--- config.mk ---
export PLATFORM = sky130hd
export DESIGN_NAME = mem_ctrl_flat
export DESIGN_NICKNAME = d
export VERILOG_FILES = /design/src/rtl/mem_ctrl_if.sv /design/src/rtl/mem_ctrl.sv /design/src/flat_wrapper.sv
export SDC_FILE = /design/constraint.sdc
export NUM_CORES = 1
export LEC_CHECK = 0
export BUFFER_PORTS_ARGS = -buffer_cell sky130_fd_sc_hd__buf_2
export CAP_MARGIN = 20
export CORE_MARGIN = 5
export CORE_UTILIZATION = 32
export CTS_CLUSTER_DIAMETER = 150
export DETAILED_ROUTE_END_ITERATION = 12
export GPL_TIMING_DRIVEN = 0
export PLACE_DENSITY = 0.91
export RECOVER_POWER = 100
export SKIP_LAST_GASP = 1
export SLEW_MARGIN = 20
export SYNTH_ARGS = -nofsm -noshare
export SYNTH_HDL_FRONTEND = slang
export SYNTH_SLANG_ARGS = --single-unit
--- constraint.sdc ---
create_clock -name clk -period 4.35 [get_ports clk]
set_input_delay 1.305 -clock clk [delete_from_list [all_inputs] [get_ports clk]]
set_output_delay 1.305 -clock clk [all_outputs]
set_load 0.05 [all_outputs]
--- src/rtl/mem_ctrl_if.sv ---
// ---------------------------------------------------------------------------
// mem_ctrl_if
//  Bundles the request/response and RAM-side signals of the LC-3 memory
//  controller.
//
//  master modport : the requesters (core FSM and program loader). They drive
//                   the requests, MAR/MDR contents and loader address/data.
//                   They observe the RAM strobes and completion pulses.
//  slave modport  : the controller itself (mem_ctrl).
//
//  Signals
//   core_req   core memory request (MIO_EN), level
//   core_we    core request is a write (R_W)
//   mar_addr   MAR contents
//   mdr_data   MDR contents (core write data)
//   ldr_req    loader write request, level
//   ldr_addr   loader write address
//   ldr_wdata  loader write data
//   ram_addr   RAM address
//   ram_wdata  RAM write data
//   ram_we     RAM write strobe, one-cycle pulse
//   mdr_ld     load MDR, one-cycle pulse
//   mem_en     MDR input select = RAM data
//   mem_ready  LC-3 R, one-cycle pulse
//   ldr_ack    loader write done, one-cycle pulse
//   busy       controller not idle
// ---------------------------------------------------------------------------
interface mem_ctrl_if #(
    parameter int AW = 16,
    parameter int DW = 16
);
    logic          core_req;
    logic          core_we;
    logic [AW-1:0] mar_addr;
    logic [DW-1:0] mdr_data;
    logic          ldr_req;
    logic [AW-1:0] ldr_addr;
    logic [DW-1:0] ldr_wdata;
    logic [AW-1:0] ram_addr;
    logic [DW-1:0] ram_wdata;
    logic          ram_we;
    logic          mdr_ld;
    logic          mem_en;
    logic          mem_ready;
    logic          ldr_ack;
    logic          busy;

    modport master (
        output core_req, core_we, mar_addr, mdr_data,
        output ldr_req, ldr_addr, ldr_wdata,
        input  ram_addr, ram_wdata, ram_we, mdr_ld, mem_en,
        input  mem_ready, ldr_ack, busy
    );

    modport slave (
        input  core_req, core_we, mar_addr, mdr_data,
        input  ldr_req, ldr_addr, ldr_wdata,
        output ram_addr, ram_wdata, ram_we, mdr_ld, mem_en,
        output mem_ready, ldr_ack, busy
    );
endinterface

--- src/rtl/mem_ctrl.sv ---
// ---------------------------------------------------------------------------
// mem_ctrl
//  Sequences the LC-3 MAR/MDR register pair against a fixed-latency 16-bit
//  RAM and shares the RAM port between the core FSM and a program loader.
//  Produces the MDR load/select strobes, the RAM write pulse and the LC-3
//  ready (R) signal.
//
//  Parameters
//   MEM_LAT  RAM access time in clk cycles (>= 1), reads and writes
//   AW       address width
//   DW       data width
//
//  Ports
//   clk    system clock, all state on posedge
//   rst_n  synchronous active-low reset
//   bus    mem_ctrl_if.slave: requests in, RAM strobes and completions out
// ---------------------------------------------------------------------------
module mem_ctrl #(
    parameter int MEM_LAT = 3,
    parameter int AW      = 16,
    parameter int DW      = 16
) (
    input  logic      clk,
    input  logic      rst_n,
    mem_ctrl_if.slave bus
);

    localparam int            CW       = (MEM_LAT > 1) ? $clog2(MEM_LAT) : 1;
    localparam logic [CW-1:0] CNT_INIT = CW'(MEM_LAT - 1);

    typedef enum logic [1:0] {
        S_IDLE      = 2'd0,
        S_CORE_ACC  = 2'd1,
        S_CORE_HOLD = 2'd2,
        S_LDR_ACC   = 2'd3
    } state_t;

    state_t        state_q, state_d;
    logic [CW-1:0] cnt_q, cnt_d;
    logic          we_q, we_d;
    // 1 = loader was granted last, so the core wins the next tie
    logic          last_ldr_q, last_ldr_d;

    logic          grant_core;
    logic          grant_ldr;
    logic          acc_done;
    logic [AW-1:0] addr_sel;
    logic [DW-1:0] wdata_sel;

    // -----------------------------------------------------------------------
    // State register
    // -----------------------------------------------------------------------
    always_ff @(posedge clk) begin
        if (!rst_n) begin
            state_q    <= S_IDLE;
            cnt_q      <= '0;
            we_q       <= 1'b0;
            last_ldr_q <= 1'b1;
        end else begin
            state_q    <= state_d;
            cnt_q      <= cnt_d;
            we_q       <= we_d;
            last_ldr_q <= last_ldr_d;
        end
    end

    // -----------------------------------------------------------------------
    // Next-state logic
    // -----------------------------------------------------------------------
    always_comb begin
        state_d    = state_q;
        cnt_d      = cnt_q;
        we_d       = we_q;
        last_ldr_d = last_ldr_q;

        // Alternating arbitration: on a tie the requester that did not win
        // last time is served, so neither side can starve the other.
        grant_core = bus.core_req && (!bus.ldr_req || last_ldr_q);
        grant_ldr  = bus.ldr_req && !grant_core;

        case (state_q)
            S_IDLE: begin
                if (grant_core) begin
                    state_d    = S_CORE_ACC;
                    cnt_d      = CNT_INIT;
                    we_d       = bus.core_we;
                    last_ldr_d = 1'b0;
                end else if (grant_ldr) begin
                    state_d    = S_LDR_ACC;
                    cnt_d      = CNT_INIT;
                    last_ldr_d = 1'b1;
                end
            end

            // Request drops during the access are ignored: once granted,
            // the access always runs to completion.
            S_CORE_ACC: begin
                if (cnt_q == '0) begin
                    state_d = S_CORE_HOLD;
                end else begin
                    cnt_d = cnt_q - CW'(1);
                end
            end

            // The core must release MIO_EN before a new access is accepted;
            // otherwise a level request would be served twice.
            S_CORE_HOLD: begin
                if (!bus.core_req) begin
                    state_d = S_IDLE;
                end
            end

            S_LDR_ACC: begin
                if (cnt_q == '0) begin
                    state_d = S_IDLE;
                end else begin
                    cnt_d = cnt_q - CW'(1);
                end
            end

            default: state_d = S_IDLE;
        endcase
    end

    // -----------------------------------------------------------------------
    // Output decode
    // -----------------------------------------------------------------------
    always_comb begin
        bus.ram_we    = 1'b0;
        bus.mdr_ld    = 1'b0;
        bus.mem_en    = 1'b0;
        bus.mem_ready = 1'b0;
        bus.ldr_ack   = 1'b0;
        bus.busy      = (state_q != S_IDLE);
        addr_sel      = bus.mar_addr;
        wdata_sel     = bus.mdr_data;

        // Strobes are suppressed while reset is asserted so an access that
        // is being aborted never commits a write or returns ready.
        acc_done = (cnt_q == '0) && rst_n;

        case (state_q)
            S_CORE_ACC: begin
                if (acc_done) begin
                    bus.mem_ready = 1'b1;
                    if (we_q) begin
                        bus.ram_we = 1'b1;
                    end else begin
                        bus.mdr_ld = 1'b1;
                        bus.mem_en = 1'b1;
                    end
                end
            end

            S_LDR_ACC: begin
                addr_sel  = bus.ldr_addr;
                wdata_sel = bus.ldr_wdata;
                if (acc_done) begin
                    bus.ram_we  = 1'b1;
                    bus.ldr_ack = 1'b1;
                end
            end

            default: ;
        endcase
    end

    assign bus.ram_addr  = addr_sel;
    assign bus.ram_wdata = wdata_sel;

endmodule
--- src/flat_wrapper.sv ---
// flat-port wrapper written by rule: the top's interface ports become plain ports
module mem_ctrl_flat 
#(
    parameter int MEM_LAT = 3,
    parameter int AW      = 16,
    parameter int DW      = 16
)
  (clk, rst_n, bus_core_req, bus_core_we, bus_mar_addr, bus_mdr_data, bus_ldr_req, bus_ldr_addr, bus_ldr_wdata, bus_ram_addr, bus_ram_wdata, bus_ram_we, bus_mdr_ld, bus_mem_en, bus_mem_ready, bus_ldr_ack, bus_busy);
  mem_ctrl_if #(.AW(AW), .DW(DW)) bus_i ();
  input  logic clk;
  input  logic rst_n;
  input wire logic [$bits(bus_i.core_req)-1:0] bus_core_req;
  input wire logic [$bits(bus_i.core_we)-1:0] bus_core_we;
  input wire logic [$bits(bus_i.mar_addr)-1:0] bus_mar_addr;
  input wire logic [$bits(bus_i.mdr_data)-1:0] bus_mdr_data;
  input wire logic [$bits(bus_i.ldr_req)-1:0] bus_ldr_req;
  input wire logic [$bits(bus_i.ldr_addr)-1:0] bus_ldr_addr;
  input wire logic [$bits(bus_i.ldr_wdata)-1:0] bus_ldr_wdata;
  output wire logic [$bits(bus_i.ram_addr)-1:0] bus_ram_addr;
  output wire logic [$bits(bus_i.ram_wdata)-1:0] bus_ram_wdata;
  output wire logic [$bits(bus_i.ram_we)-1:0] bus_ram_we;
  output wire logic [$bits(bus_i.mdr_ld)-1:0] bus_mdr_ld;
  output wire logic [$bits(bus_i.mem_en)-1:0] bus_mem_en;
  output wire logic [$bits(bus_i.mem_ready)-1:0] bus_mem_ready;
  output wire logic [$bits(bus_i.ldr_ack)-1:0] bus_ldr_ack;
  output wire logic [$bits(bus_i.busy)-1:0] bus_busy;
  assign bus_i.core_req = bus_core_req;
  assign bus_i.core_we = bus_core_we;
  assign bus_i.mar_addr = bus_mar_addr;
  assign bus_i.mdr_data = bus_mdr_data;
  assign bus_i.ldr_req = bus_ldr_req;
  assign bus_i.ldr_addr = bus_ldr_addr;
  assign bus_i.ldr_wdata = bus_ldr_wdata;
  assign bus_ram_addr = bus_i.ram_addr;
  assign bus_ram_wdata = bus_i.ram_wdata;
  assign bus_ram_we = bus_i.ram_we;
  assign bus_mdr_ld = bus_i.mdr_ld;
  assign bus_mem_en = bus_i.mem_en;
  assign bus_mem_ready = bus_i.mem_ready;
  assign bus_ldr_ack = bus_i.ldr_ack;
  assign bus_busy = bus_i.busy;
  mem_ctrl #(.MEM_LAT(MEM_LAT), .AW(AW), .DW(DW)) u_core (.clk(clk), .rst_n(rst_n), .bus(bus_i));
endmodule
==> impl_summary.txt <==
----------------------------------------------------
[Logic synthesis]
  Avg Cell Area, Syn ... 9.313 sq um
  Yosys warns ... 0
  Sequential share of the synthesized area ... 16.33%
  Synth cell types ... 25
  Post-synth net total ... 149
  Flip-flop and latch count after synthesis ... 6
  Number of standard cells after synthesis ... 79
  Post-synthesis cell area ... 735.7 sq um

[Job]
  Number of max-capacitance violations reported ... 0

[Power and ir drop]
  Power density normalized to cell area ... 306.2 nW/um^2
  Proportion of total power due to net switching ... 53.94%
  Part of the power in registers ... 18.0%
  Max VDD drop ... 252.8 uV
  Final total power ... 0.0003888 W
  Leakage power ... 0.6305 nW
  Clock share of power ... 14.1%
  Logic pwr share ... 67.9%
  Internal ... 0.0001791 W
  Switching power ... 0.0002097 W

[Placed design]
  Buffers added on ports ... 105
  Total half-perimeter wirelength after legalization and detailed placement ... 2674 microns
  Placer's final routability congestion estimate ... 0.7047
  Placed cell areas ... 1301 sq um

[Die]
  Initial standard-cell utilization of the core ... 33.26%
  Number of core rows ... 17
  Die area ... 3358 sq um
  Die width ... 57.95 microns
  Placeable core area ... 2212 sq um
  Number of placed I/O pins ... 107
  Height of the die ... 57.95 microns

[Worst setup path]
  Worst-path maximum fanout ... 10
  Endpoint type of the worst setup path ... output port
  Worst endpoint required time ... 3040 ps
  Setup Crit Path Kind ... input pin to output port
  Arrival time of data at the critical path endpoint ... 2550 ps
  Launching element type of the critical path ... input pin

[Clock network]
  Number of buffers inserted by hold repair at cts ... 0
  Clock buffer count from CTS ... 3
  CTS sink count ... 6
  Post_cts resized ... 0
  Clock Tree Root ... clkbuf_4
  Max clock buf depth ... 2
  Deepest level of the CTS H-tree ... 1
  Clock latency reported for the late side of the worst-skew pair ... 250 ps
  Reg clk slew, reported paths ... 50 ps
  CTS tree ... yes
  Setup Buffers After CTS ... 0

[Timing]
  Layout Skew ... 2.807 ps
  Final critical delay including setup and external delays ... 3850 ps
  Fmax achieved ... 0.2597 GHz
  Total negative slack ... 0 ps
  Final setup violation count ... 0
  Final worst path period share ... 88.52%
  Setup repair after global routing missed its margin ... false
  Max_slew headroom ... 59.06%
  Transition time of the tightest slew-check pin ... 616.7 ps
  Slew Limit Fails ... 0
  Final hold violation count ... 0

[Final layout]
  Antenna cell count ... 0
  Ratio of cells with drive above 1 in the final layout ... 58.29%
  Final #Nets ... 259
  Layout area overhead ... 72.62%
  Summed area of non-filler cells in the final layout ... 1270 sq um

[Drt]
  DRC errors left ... 0
  Drt first pass iters ... 3
  Via count ... 975
  Total detailed-routing wirelength ... 3045 microns
  DRT antenna net count ... 0
  Post-detailed-route wirelength per cell ... 14.16 microns
  Via density ... 4.535
  Iteration-0 DRC Markers ... 33

[GRT]
  Via count of the first global-routing pass ... 1005
  Wire length of the first global-routing pass ... 4574 microns
  GRT Total Usage ... 17.39%
  Maximum number of pins on one net before global-route repair ... 11
  Global route total overflow ... 0
  Number of antenna violations at the first check in global routing ... 0

[Status]
  Result of the run ... completed

[Min path]
  Hold Path Class ... register to register

----------------------------------------------------
## state kept, by name (all words and copies together) (netlist names)
| register | count |
|---|---|
| u_core.last_ldr_q | 1 |
| u_core.we_q | 1 |
| u_core.cnt_q | 2 |
| u_core.state_q | 2 |
## routing by layer
metal | GRT usage, % | part of all wire (%)
met1 | 17.44 | 35
met2 | 34.52 | 57
met3 | 3.341 | 6.9
met4 | 6.623 | 1.4
met5 | 0 | 0
## power groups by stage
| stage | clock network, W | registers, W | logic (W) |
|---|---|---|---|
| detailed placement | 0 | 0.0000708 | 0.000275 |
| global placement | 0 | 0.0000705 | 0.000272 |
| floorplan | 0 | 0.0000694 | 0.000207 |
| global route | 0.0000592 | 0.0000709 | 0.000280 |
| CTS | 0.0000576 | 0.0000697 | 0.000276 |
| finish | 0.0000550 | 0.0000699 | 0.000264 |
## cells by family after synthesis
kind of cell	share of synthesized area, %
AO/OA/AOI/OAI	7.822
adder cells (fa/ha/maj)	1.700
buffers and inverters	10.37
flip-flops	16.33
multiplexers	50.34
AND/OR/NAND/NOR	13.44
## cells in the final DEF (no fill, tap or decap), types with 3 or more instances in the layout
cell and instances:
clkbuf_1 41, inv_1 5, clkbuf_4 3, dfxtp_1 6
nand2_1 6, nor2_1 6, mux2_2 32, buf_2 66
clkbuf_8 3
## cell usage after synthesis (all sizes together)
cell	number	area share (%)
o221a	1	1.5
inv	5	2.6
nor3	1	0.68
mux2	32	49
and2	1	0.85
nand2b	1	0.85
nand2	7	3.9
o22ai	1	0.85
nand3	2	1.4
and3	1	0.85
nor2	6	3.1
or2b	1	1.0
nor2b	1	0.85
o21ai	2	1.9
dfxtp	6	16
clkbuf	4	6.1
a221o	1	1.5
o211ai	2	2.0
buf	2	1.7
mux2i	1	1.4
ha	1	1.7
## worst max-delay path, stage by stage
cell,delay [ps]
clkbuf_1,300
nand3_1,190
nor3_2,160
buf_4,130
clkbuf_1,460
## final timing paths
kind                                     start                           end  slack, ps  cells after the start
setup / recovery                         rst_n                    bus_mem_en        500                      5
hold reg to reg   u_core.cnt_q[0]$_SDFFE_PN0P_  u_core.cnt_q[0]$_SDFFE_PN0P_        470                      2
hold / removal    u_core.cnt_q[0]$_SDFFE_PN0P_  u_core.cnt_q[0]$_SDFFE_PN0P_        470                      2
setup reg to reg  u_core.cnt_q[0]$_SDFFE_PN0P_  u_core.cnt_q[1]$_SDFFE_PN0P_       2960                      5
## stage by stage
step | setup slack [ps] | hold WS (ps) | util [%] | std cells
floorplan | 352.9 | 446.2 | - | 79
CTS | 725.3 | 472.2 | 59.84 | 215
global route | 393.4 | 495.3 | 57.41 | 215
global placement | 731.8 | 453.1 | 58.82 | 212
finish | 499.6 | 471.7 | 57.41 | 215
detailed placement | 723.9 | 465.9 | 58.82 | 212
## cell type report
type / instances / area [sq um]
fill: 239 / 942.2
multi-input combinational: 62 / 540.5
timing repair buffer: 105 / 475.5
sequential: 6 / 120.1
buffer: 6 / 57.56
tap: 28 / 35.03
clock buffer: 3 / 22.52
inverter: 5 / 18.77
Note: power is estimated with default switching activity, not from simulation.
